**config.mk**
```make
export PLATFORM = sky130hd
export DESIGN_NAME = lb_tx_frame_sender
export DESIGN_NICKNAME = d
export VERILOG_FILES = /design/src/rtl/lb_tx_frame_sender.sv
export SDC_FILE = /design/constraint.sdc
export NUM_CORES = 1
export LEC_CHECK = 0
export CORE_ASPECT_RATIO = 1.4
export CORE_MARGIN = 2
export CORE_UTILIZATION = 60
export CTS_BUF_LIST = sky130_fd_sc_hd__clkbuf_16
export DETAILED_ROUTE_END_ITERATION = 10
export HOLD_SLACK_MARGIN = 0.15
export PLACE_DENSITY = 0.86
export SLEW_MARGIN = 20
export SYNTH_ARGS = -nofsm -noshare
export SYNTH_HDL_FRONTEND = slang
export SYNTH_SLANG_ARGS = --single-unit
```
**constraint.sdc**
```tcl
create_clock -name sys_clk_50m -period 5.4 [get_ports sys_clk_50m]
set_clock_uncertainty 0.1 [all_clocks]
set_input_delay 0.54 -clock sys_clk_50m [delete_from_list [all_inputs] [get_ports sys_clk_50m]]
set_output_delay 0.54 -clock sys_clk_50m [all_outputs]
set_load 0.03 [all_outputs]
```
**src/rtl/lb_tx_frame_sender.sv**
```systemverilog
// lb_tx_frame_sender
// Pulls one length-prefixed frame out of the TX byte buffer and streams it
// downstream over valid/ready, followed by a CRC-16/CCITT-FALSE trailer
// (high byte first). The buffer has a one-cycle registered read. A two-entry
// prefetch FIFO hides that read latency so the stream can move one beat per
// clock. The FIFO is the output register plus one skid register.
module lb_tx_frame_sender #(
    parameter int ADDR_W    = 11,
    parameter int BASE_ADDR = 0,
    parameter int MAX_LEN   = 2046
) (
    input  logic              sys_clk_50m,
    input  logic              sys_rst,
    input  logic              tx_start,
    output logic              tx_busy,
    output logic              tx_done,
    output logic              tx_err,
    output logic              buf_rden,
    output logic [ADDR_W-1:0] buf_raddr,
    input  logic [7:0]        buf_rdata,
    output logic [7:0]        tx_data,
    output logic              tx_valid,
    input  logic              tx_ready,
    output logic              tx_last
);

    typedef enum logic [2:0] {
        IDLE,
        LEN_RD,
        CHECK,
        PAYLOAD,
        CRC_HI,
        CRC_LO
    } state_t;

    localparam logic [15:0]       MAX_LEN_V   = 16'(MAX_LEN);
    localparam logic [ADDR_W-1:0] LEN_HI_ADDR = ADDR_W'(BASE_ADDR);
    localparam logic [ADDR_W-1:0] LEN_LO_ADDR = ADDR_W'(BASE_ADDR + 1);

    state_t            state;
    logic              armed;
    logic [1:0]        len_phase;
    logic [7:0]        len_hi;
    logic [15:0]       len;
    logic [15:0]       rd_cnt;
    logic [15:0]       tx_cnt;
    logic              data_due;
    logic [7:0]        skid_data;
    logic              skid_valid;
    logic [15:0]       crc;

    logic              pop;
    logic              len_ok;
    logic              rd_go;
    logic [1:0]        occ_after;
    logic [ADDR_W-1:0] pay_addr;

    // One CRC-16/CCITT-FALSE byte step: MSB first, poly 0x1021, no reflection.
    function automatic logic [15:0] crc_step(input logic [15:0] c_in, input logic [7:0] d);
        logic [15:0] c;
        c = c_in ^ {d, 8'h00};
        for (int i = 0; i < 8; i++) begin
            c = c[15] ? ({c[14:0], 1'b0} ^ 16'h1021) : {c[14:0], 1'b0};
        end
        return c;
    endfunction

    assign pop       = tx_valid & tx_ready;
    assign len_ok    = (len != 16'd0) && (len <= MAX_LEN_V);
    assign occ_after = {1'b0, tx_valid} + {1'b0, skid_valid} - {1'b0, pop} + {1'b0, data_due};
    assign pay_addr  = ADDR_W'(BASE_ADDR + 2 + int'(rd_cnt));

    // Read port control. The LEN bytes are read back to back on entry.
    // A payload read is issued only if the byte it fetches is certain to find
    // room. That means: entries left after this edge's pop, plus the byte being
    // captured now, must leave one slot free. rden looks at this cycle's pop,
    // which lets the FIFO sustain one beat per clock with only two entries.
    always_comb begin
        rd_go     = 1'b0;
        buf_rden  = 1'b0;
        buf_raddr = '0;
        if (state == LEN_RD && len_phase == 2'd0) begin
            buf_rden  = 1'b1;
            buf_raddr = LEN_HI_ADDR;
        end else if (state == LEN_RD && len_phase == 2'd1) begin
            buf_rden  = 1'b1;
            buf_raddr = LEN_LO_ADDR;
        end else if ((state == CHECK && len_ok) || state == PAYLOAD) begin
            if (rd_cnt != len && occ_after < 2'd2) begin
                rd_go     = 1'b1;
                buf_rden  = 1'b1;
                buf_raddr = pay_addr;
            end
        end
    end

    // Frame sequencer, prefetch FIFO, CRC accumulation and all registered outputs.
    // The armed flag makes the first clock after reset release ignore tx_start.
    always_ff @(posedge sys_clk_50m or posedge sys_rst) begin
        if (sys_rst) begin
            state      <= IDLE;
            armed      <= 1'b0;
            len_phase  <= 2'd0;
            len_hi     <= 8'h00;
            len        <= 16'h0000;
            rd_cnt     <= 16'h0000;
            tx_cnt     <= 16'h0000;
            data_due   <= 1'b0;
            skid_data  <= 8'h00;
            skid_valid <= 1'b0;
            crc        <= 16'hFFFF;
            tx_busy    <= 1'b0;
            tx_done    <= 1'b0;
            tx_err     <= 1'b0;
            tx_data    <= 8'h00;
            tx_valid   <= 1'b0;
            tx_last    <= 1'b0;
        end else begin
            armed    <= 1'b1;
            tx_done  <= 1'b0;
            tx_err   <= 1'b0;
            data_due <= rd_go;
            if (rd_go) begin
                rd_cnt <= rd_cnt + 16'd1;
            end
            case (state)
                IDLE: begin
                    if (tx_start && armed) begin
                        state     <= LEN_RD;
                        tx_busy   <= 1'b1;
                        len_phase <= 2'd0;
                        rd_cnt    <= 16'h0000;
                        tx_cnt    <= 16'h0000;
                        crc       <= 16'hFFFF;
                    end
                end
                LEN_RD: begin
                    case (len_phase)
                        2'd0: len_phase <= 2'd1;
                        2'd1: begin
                            len_hi    <= buf_rdata;
                            len_phase <= 2'd2;
                        end
                        default: begin
                            len       <= {len_hi, buf_rdata};
                            len_phase <= 2'd0;
                            state     <= CHECK;
                        end
                    endcase
                end
                CHECK: begin
                    if (len_ok) begin
                        state <= PAYLOAD;
                    end else begin
                        tx_err  <= 1'b1;
                        tx_busy <= 1'b0;
                        state   <= IDLE;
                    end
                end
                PAYLOAD: begin
                    if (data_due) begin
                        crc <= crc_step(crc, buf_rdata);
                    end
                    if (pop) begin
                        tx_cnt <= tx_cnt + 16'd1;
                    end
                    if (pop && tx_cnt == len - 16'd1) begin
                        tx_data  <= crc[15:8];
                        tx_valid <= 1'b1;
                        state    <= CRC_HI;
                    end else if (pop) begin
                        if (skid_valid) begin
                            tx_data    <= skid_data;
                            skid_valid <= data_due;
                            if (data_due) begin
                                skid_data <= buf_rdata;
                            end
                        end else begin
                            tx_valid <= data_due;
                            if (data_due) begin
                                tx_data <= buf_rdata;
                            end
                        end
                    end else if (data_due) begin
                        if (!tx_valid) begin
                            tx_valid <= 1'b1;
                            tx_data  <= buf_rdata;
                        end else begin
                            skid_valid <= 1'b1;
                            skid_data  <= buf_rdata;
                        end
                    end
                end
                CRC_HI: begin
                    if (pop) begin
                        tx_data <= crc[7:0];
                        tx_last <= 1'b1;
                        state   <= CRC_LO;
                    end
                end
                CRC_LO: begin
                    if (pop) begin
                        tx_valid <= 1'b0;
                        tx_last  <= 1'b0;
                        tx_done  <= 1'b1;
                        tx_busy  <= 1'b0;
                        state    <= IDLE;
                    end
                end
                default: state <= IDLE;
            endcase
        end
    end

endmodule
```
==> flow_summary.yaml, run 1 <==
cts:
  cts.path.max_buffers: 2
  cts_setup_buffers: 0
  cts_hold_buf: 0
  cts_tree: "built"
  clockRootBuffer: "clkbuf_16"
  clock_sinks: 101
  cts_max_level: 3
  clk_pin_slew_ps: 70
  cts_buffers: 9
  cts_resized: 0
  clock_latency_ps: 350
sta:
  worst_pin_slew_ps: 711
  setup_viol: 0
  fin_tns_setup_ps: 0
  hold_viol_final: 0
  finalMaxSlewViolations: 0
  rsz0062_at_grt: "no"
  fmax_ghz: 0.219
  min_period_ps: 4560
  relSlewSlack_pct: 52.2
  post-route-period-util_pct: 84.5
  setup_ws_ps: 837
final_layout:
  layout-drive-gt1-share_pct: 14.1
  nets: 647
  n_antenna_cell: 0
  design_area_um2: 6620
  nFillCells: 779
  multi_input_area_um2: 3120
  syn_to_final_growth_pct: 11.1
  seqCellArea_um2: 2550
worst_setup_path:
  crit_path_end_kind: "output pin"
  cp_common_cell: "nand2_1"
  cp.required_ps: 4760
  worstRegToRegCells: 10
  r2r_slack_ps: 1540
  crit_chain: "clkdlybuf4s50_1, nand2_1, ha_1, ha_1, a21oi_1, xnor2_1, or4_1, inv_1, nand2_1, nand2_1, clkdlybuf4s50_1"
  critPathMaxStageDelay_ps: 680
  cp_slowest_cell: "clkdlybuf4s50_1"
  worstReg2RegStart: "len[0]"
  worstPathMaxFanout: 15
  cp.arrival_ps: 3920
  critical_path_class: "in -> out"
  worst_setup_path_start_kind: "primary input"
  r2r_end: "skid_data[6]"
synthesis:
  synth-edff-count: 0
  ys_async_sr_fraction_pct: 100
  synth_top_family_by_area: "simple AND/OR/NAND/NOR gates"
  netlist_area_um2: 5960
  synth_flop_cell: "dfrtp_1"
  synth_area_per_cell_um2: 9.79
  yosysSeqAreaShare_pct: 42.7
  synthTopCellsByArea: "dfrtp_1, xnor2_1, dfstp_2"
  synth-seq-cells: 101
  synthSimpleGateAreaFrac_pct: 20.1
  synth-compound-area-share_pct: 10.7
  synth_fp_nets: 630
  muxShareOfSynthArea_pct: 6.61
  yosys-top-cells-count: "dfrtp_1, nand2_1, nor2_1"
  synth_fa_ha_area_share_pct: 1.89
  ys_warn_count: 0
  synthCells: 609
  yosysUniqueCellTypes: 62
  synthXorXnorAreaFrac_pct: 12.8
  synth_top_cell_by_area: "dfrtp_1"
  yosys.area.top_type_share_pct: 35.7
  yosysMostFrequentCell: "dfrtp_1"
placement:
  gp_congestion: 0.900
  hpwl_mm: 9.92
  post-place-ws_ps: 860
  portBuffers: 36
  place_area_um2: 6350
power:
  pwr-share-clk_pct: 17.4
  p_total_mw: 3.51
  power.leakage_nw: 2.80
  power.density_nw_per_um2: 530
  p_sw_share_pct: 41.5
  seqPwrFrac_pct: 34.6
  power.internal_mw: 2.05
  p_comb_share_pct: 48.0
  max-vdd-ir-drop_v: 0.000398
  switchingPower_mw: 1.46
worst_hold_path:
  hold_depth: 2
  min_path_type: "reg -> reg"
  worstHoldEndpoint: "len[10]"
  hp-start: "len_hi[2]"
flow_run:
  maxCapViolations: 0
floorplan:
  dieArea_um2: 10800
  core_area_um2: 9790
  start_util_pct: 60.9
  rows: 43
  chipHeight_um: 122
  pin_count: 37
  die_x_um: 88.2
routing:
  num_vias: 4623
  ant_nets: 0
  wire_per_inst_um: 17.9
  initialDrtViolationCount: 373
  viasPerCell: 6.04
  dr.pass1.iters: 5
  drt_wl_total_mm: 13.7
  drc_errors: 0
grt:
  antenna_found_initial: 0
  grt-ovfl-total: 0
  first_global_vias: 4678
  grt_max_degree: 53
  grt_usage_pct: 26.9
  grt_pass1_wl_mm: 22.5
run_status:
  outcome: "complete, no violations"
sequential cells by signal, summed over array words and instances (netlist names):
| signal | count |
|---|---|
| rd_cnt | 16 |
| len_hi | 8 |
| skid_valid | 1 |
| data_due | 1 |
| tx_done | 1 |
| tx_valid | 1 |
| len | 16 |
| tx_busy | 1 |
| tx_cnt | 16 |
| len_phase | 2 |
| armed | 1 |
| tx_err | 1 |
| skid_data | 8 |
| crc | 16 |
| state | 3 |
| tx_data | 8 |
| tx_last | 1 |
cell usage in the layout, fill, tap and decap left out, drive strengths merged, types with 15 or more instances in the layout:
| master | instances |
|---|---|
| o21ai | 17 |
| nand4 | 17 |
| dfrtp | 85 |
| xnor2 | 50 |
| nand3 | 26 |
| xor2 | 37 |
| nand2 | 57 |
| o22a | 16 |
| a21oi | 15 |
| clkdlybuf4s50 | 36 |
| mux2 | 27 |
| dfstp | 16 |
| nor2 | 54 |
| inv | 30 |
power groups by stage:
stage | registers (mW) | clock network, mW | logic [mW]
after global placement | 1.21 | 0 | 1.62
final | 1.22 | 0.609 | 1.68
after CTS | 1.21 | 0.616 | 1.69
after global routing | 1.24 | 0.647 | 1.81
after floorplan | 1.20 | 0 | 1.19
after detailed placement | 1.22 | 0 | 1.68
layer usage:
layer / part of all wire, % / track usage [%]
met5: 0 / 0
met3: 4.0 / 4.54
met4: 3.4 / 12.5
met1: 39 / 32.6
met2: 54 / 46.2
worst max-delay path: cells and delay by family:
kind	cells	cell delay (ps)
xor+xnor	1	80
simple gates	4	1010
compound gates	1	190
buf+inv	3	1520
fa+ha+maj	2	590
per-stage QoR:
step                      hold WS (ps)  cells  util (%)
final                              385    766      67.6
after global routing               426    766      67.6
after CTS                          393    766      67.6
after detailed placement           371    750      64.8
after global placement             363    750      64.8
after floorplan                    344    609         -
logic make-up after synthesis:
logic type | after synthesis
AO/OA/AOI/OAI | 80
XOR/XNOR | 87
adder cells (fa/ha/maj) | 9
buffers and inverters | 63
flip-flops | 101
multiplexers | 36
other | 1
AND/OR/NAND/NOR | 232
how the worst max path moves through the flow:
| stage | start | to | slack, ps | depth (start not counted) |
|---|---|---|---|---|
| 5_1_grt | tx_ready | buf_raddr[0] | 640 | 11 |
| 3_5_place_dp | tx_ready | buf_raddr[0] | 860 | 11 |
| 3_3_place_gp | tx_ready | buf_raddr[0] | 890 | 11 |
| 6_report | tx_ready | buf_raddr[0] | 840 | 11 |
| 4_1_cts | tx_ready | buf_raddr[0] | 850 | 11 |
| 2_1_floorplan | tx_valid | buf_raddr[10] | 2050 | 9 |
final cells by class:
cell class | instances | area share (%)
sequential | 101 | 38.5
tap | 135 | 2.55
multi-input combinational | 445 | 47.1
clock inverter | 7 | 0.756
inverter | 27 | 1.57
clock buffer | 9 | 3.40
timing repair buffer | 42 | 6.12
(Power assumes the default switching activity.)
==> run 2: changes to the inputs <==
clock period = 4.8 ns   (was 5.4 ns; I/O delays follow)
==> run 2 against run 1 <==
  * Critical path depth rose by 1
  * Core utilization rose by 0.23 points
  * Worst setup slack got worse by 200 ps
  * Largest power group unchanged
  * Count of clock-buffer cells in the layout did not move
  * Design area rose by 0.34%
  * Worst hold slack improved by 4.3 ps
  * Final cell count rose by 0.13%
  * Die area did not move
==> flow_summary.yaml, run 2 (synthesis gave the netlist of run 1 again) <==
cts:
  cts_max_level: 3
  clk_pin_slew_ps: 70
  cts_resized: 0
  cts.path.max_buffers: 2
  cts_hold_buf: 0
  clock_sinks: 101
  cts_tree: "built"
  cts_setup_buffers: 0
  cts_buffers: 9
  clockRootBuffer: "clkbuf_16"
  clock_latency_ps: 350
sta:
  rsz0062_at_grt: "no"
  setup_ws_ps: 641
  post-route-period-util_pct: 86.6
  fmax_ghz: 0.240
  fin_tns_setup_ps: 0
  worst_pin_slew_ps: 897
  finalMaxSlewViolations: 0
  setup_viol: 0
  min_period_ps: 4160
  hold_viol_final: 0
  relSlewSlack_pct: 40.2
grt:
  first_global_vias: 4789
  antenna_found_initial: 0
  grt_max_degree: 73
  grt_usage_pct: 27.4
  grt-ovfl-total: 0
  grt_pass1_wl_mm: 22.9
final_layout:
  layout_common_cells: "dfrtp_1, nand2_1, nor2_1"
  nFillCells: 746
  final_core_util_pct: 67.9
  n_antenna_cell: 0
  multi_input_area_um2: 3120
  layout_commonest_cell: "dfrtp_1"
  nets: 649
  layout-drive-gt1-share_pct: 13.9
  stdcell_count: 767
  seqCellArea_um2: 2550
  syn_to_final_growth_pct: 11.5
worst_setup_path:
  cp_common_cell: "nand2_1"
  critical_path_class: "in -> out"
  crit_chain: "clkdlybuf4s50_1, nand2_1, ha_1, ha_1, a21oi_1, xnor2_1, or4_1, buf_4, inv_1, nand2_1, nand2_1, clkdlybuf4s50_1"
  cp.arrival_ps: 3580
  worstReg2RegStart: "len[0]"
  r2r_slack_ps: 1100
  r2r_end: "tx_data[5]"
  crit_path_end_kind: "output pin"
  cp_slowest_cell: "clkdlybuf4s50_1"
  worstPathMaxFanout: 15
  worstRegToRegCells: 10
  worst_setup_path_start_kind: "primary input"
  critPathMaxStageDelay_ps: 680
  cp.required_ps: 4220
floorplan:
  dieArea_um2: 10800
  die_x_um: 88.2
  start_util_pct: 60.9
  chipHeight_um: 122
  rows: 43
  core_area_um2: 9790
  pin_count: 37
power:
  pwr-share-clk_pct: 18.0
  p_comb_share_pct: 47.9
  seqPwrFrac_pct: 34.0
  max-vdd-ir-drop_v: 0.000445
  power.internal_mw: 2.37
  power.leakage_nw: 2.82
  switchingPower_mw: 1.62
  p_sw_share_pct: 40.5
  power.density_nw_per_um2: 600
placement:
  hpwl_mm: 9.83
  gp_congestion: 0.898
  post-place-ws_ps: 670
  portBuffers: 36
  dpl.cell_count: 752
worst_hold_path:
  hp-start: "len_hi[2]"
  min_path_type: "reg -> reg"
  hold_depth: 2
  worstHoldEndpoint: "len[10]"
routing:
  num_vias: 4666
  ant_nets: 0
  viasPerCell: 6.08
  wire_per_inst_um: 17.9
  drt_wl_total_mm: 13.7
  initialDrtViolationCount: 385
  dr.pass1.iters: 6
  drc_errors: 0
flow_run:
  maxCapViolations: 0
run_status:
  outcome: "complete, no violations"
[run 2: cell types whose count changed in the layout (fill, tap and decap cells not counted), sizes merged]
cell / delta
buf: +2
clkinv: -2
bufinv: +1
[run 2: worst max-delay path, delay by kind of cell]
kind | cells | cell delay, ps
fa+ha+maj | 2 | 600
simple gates | 4 | 730
xor+xnor | 1 | 80
compound gates | 1 | 180
buf+inv | 4 | 1520
[run 2: worst max-delay path by stage]
stage,start,end,cells after the start,slack (ps)
2_1_floorplan,tx_valid,buf_raddr[10],9,1510
3_3_place_gp,tx_ready,buf_raddr[0],12,700
3_5_place_dp,tx_ready,buf_raddr[0],12,670
4_1_cts,tx_ready,buf_raddr[0],12,640
5_1_grt,tx_ready,buf_raddr[0],12,510
6_report,tx_ready,buf_raddr[0],12,640
[run 2: metrics by stage]
| step | total power, mW | hold WS [ps] | cell area (um^2) |
|---|---|---|---|
| final | 3.99 | 389 | 6640 |
| after detailed placement | 3.27 | 376 | 6360 |
| after CTS | 3.99 | 392 | 6640 |
| after global placement | 3.20 | 362 | 6360 |
| after global routing | 4.21 | 422 | 6640 |
| after floorplan | 2.69 | 344 | 5960 |
[run 2: per-layer routing]
metal / global-route usage [%] / share of wire [%] / vias to the layer above
met1: 32.6 / 39 / 2288
met2: 47.5 / 53 / 182
met3: 4.54 / 5.0 / 45
met4: 13.3 / 3.3 / 0
met5: 0 / 0 / -
li1: - / - / 2151
[run 2: area by class of cell]
type                       instances  share of cell area, %
multi-input combinational        445                   47.0
sequential                       101                   38.3
timing repair buffer              44                   6.33
clock buffer                       9                   3.39
tap                              135                   2.54
inverter                          27                   1.56
clock inverter                     6                  0.866
[run 2: power by group through the flow]
stage	Sequential [mW]	Clock [mW]	Combinational, mW
floorplan	1.35	0	1.34
global placement	1.35	0	1.85
detailed placement	1.37	0	1.90
CTS	1.35	0.718	1.92
global route	1.39	0.757	2.06
finish	1.36	0.718	1.91
==> RTL change: new RTL, settings of run 2 <==
Encoding of `state_t`: now one-hot (6 bits for 6 states).
--- a/src/rtl/lb_tx_frame_sender.sv
+++ b/src/rtl/lb_tx_frame_sender.sv
@@ -26,9 +26,9 @@
 
-    typedef enum logic [2:0] {
-        IDLE,
-        LEN_RD,
-        CHECK,
-        PAYLOAD,
-        CRC_HI,
-        CRC_LO
+    typedef enum logic [5:0] {
+        IDLE    = 6'b000001,
+        LEN_RD  = 6'b000010,
+        CHECK   = 6'b000100,
+        PAYLOAD = 6'b001000,
+        CRC_HI  = 6'b010000,
+        CRC_LO  = 6'b100000
     } state_t;
Behaviour: same outputs for any inputs over 10 cycles, from zero or initial values and one cycle with sys_rst high; not proved beyond that.
==> RTL change against run 2 <==
Synthesized cell count grew 5.3%. Routed wire length up 2.2%. Final area increased by 0.15%. Worst setup slack worse by 140 ps. Synthesized area decreased by 0.15%. Sequential cell count increased by 3. Register-to-register slack worse by 270 ps. Critical path type is now reg -> out. First-iteration DRC count increased by 8.3%. Global-route usage down 0.26 points.
Power is not compared: it rests on default switching activity, and its combinational part moved more than twofold at a synthesized area within 25%.
==> RTL change: results (changes against run 2) <==
| Metric | Value |
|---|---|
| Syn Inst Count | `641 (+5.3%)` |
| VDD IR-drop max | `0.231 mV` |
| Placer Congestion | `0.879 (-2.2%)` |
| I/O Buffers | `36 (unchanged)` |
| Clock buf/inv share | `4.57% (+0.31 points)` |
| Outcome | `finished, final reports clean` |
| Non-clock buffer share | `5.75% (-0.57 points)` |
| Hold Crit Start | `len_hi[7]` |
| Via density | `6.10 (+0.25%)` |
| Worst-margin pin slew | `1100 ps (+206 ps)` |
| Via count | `4836 (+3.6%)` |
| Critical path origin | `state[1]` |
| Share of layout cells above drive strength 1 | `11.6% (-2.4 points)` |
| CTS Root Cell | `clkbuf_16` |
| FFs & Latches | `104 (+3.0%)` |
| Register Area | `0.00262 mm^2 (+3.0%)` |
| Drt initial violations | `417 (+8.3%)` |
| Antenna violations before repair | `0 (unchanged)` |
| Inst Count DP | `777 (+3.3%)` |
| Number of non-clock inverters | `18 (-33%)` |
| Commonest cells in the synthesized netlist | `87 x dfrtp_1, 72 x nor2_1, 61 x nand2_1` |
| Synthesis Warnings | `0 (unchanged)` |
| Detailed Place HPWL | `9960 um (+1.3%)` |
| Largest net degree at the start of global routing | `80 (+9.6%)` |
| Worst-path fanout max | `12 (-3)` |
| Worst path top cell family by delay | `simple AND/OR/NAND/NOR gates` |
| Synth top area cells | `dfrtp_1 37%, xnor2_1 8.7%, dfstp_2 7.5%, nor2_1 4.5%, mux2_2 4.5%` |
| Area of the multi-input gates | `0.00310 mm^2 (-0.56%)` |
| CTS tree | `done` |
| Leak | `0.00273 uW` |
| Clock buf count | `9 (unchanged)` |
| Sequential fraction of the synthesis area | `44.1% (+1.3 points)` |
| CP Data Arrival Time | `3720 ps (+140 ps)` |
| Synthesized net count | `662 (+5.1%)` |
| Postcts setup bufs | `0 (unchanged)` |
| Clock-pin slew on the worst setup and hold paths | `roughly 80 ps` |
| R2r worst-path depth | `10 (unchanged)` |
| WL final | `14000 um (+2.2%)` |
| H-tree Lvls | `3 (unchanged)` |
| Non-CTS buffers | `39 (-11%)` |
| Number of detailed-route iterations in the first pass | `6 (unchanged)` |
| First-pass GRT wire length | `22800 um (-0.51%)` |
| # nets final | `674 (+3.9%)` |
| # fillers | `756 (+1.3%)` |
| Overall Global Routing Usage | `27.2% (-0.26 points)` |
| Post-synth cell types | `60 (-3.2%)` |
| Vias in the first global route | `4791 (+0.042%)` |
| Multi-input gates | `481 (+8.1%)` |
[RTL change: cell count changes after synthesis, sizes merged, moves of 11 or more]
cell	run 2	this run
nand3	26	14
o22a	16	0
o211ai	0	11
nor3	13	26
nor2	54	72
o21ai	17	34
a21oi	15	42
[RTL change: cells by family (layout without fill, tap and decap cells)]
group,Yosys count,count (layout),synth area share (%)
mux,26,26,4.88
compound gates,115,115,11.6
flops,104,104,44.1
other cells,1,1,0.0630
fa+ha+maj,9,9,1.89
simple gates,242,242,20.6
xor+xnor,88,88,13.0
buf+inv,56,73,3.89
[RTL change: power by group]
group | switching, uW | internal [uW] | total [uW]
registers | 194 | 1020 | 1210
clock network | 378 | 375 | 753
logic | 418 | 364 | 782
[RTL change: through the flow]
stage | instance area, um^2 | utilization, % | setup WS (ps) | power, uW | hold WS [ps]
2_1_floorplan | 5950 | - | 1520 | 1760 | 333
3_3_place_gp | 6350 | 64.8 | 742 | 1960 | 342
3_5_place_dp | 6350 | 64.8 | 667 | 2000 | 353
4_1_cts | 6650 | 68.0 | 518 | 2750 | 364
5_1_grt | 6650 | 68.0 | 344 | 2890 | 383
6_report | 6650 | 68.0 | 499 | 2750 | 364
[RTL change: worst min-delay path: cells and delay by family (launching register included)]
kind	cells	cell delay, ps
flops	1	340
simple gates	2	100
[RTL change: final timing paths]
path | slack (ps) | endpoint
worst max-delay path | 500 | buf_raddr[0]
worst min-delay path | 360 | len[15]
worst max register to register | 830 | tx_data[1]
worst min register to register | 360 | len[15]
max in group asynchronous | 3030 | crc[0]
min in group asynchronous | 590 | tx_cnt[10]
[RTL change: per-layer routing]
layer  up-vias  GRT usage (%)  wire, um
met1      2376           33.2      5530
met4         0           10.8       412
met3        47           4.13       660
met5         -              0         0
li1       2242              -         -
met2       171           47.4      7400
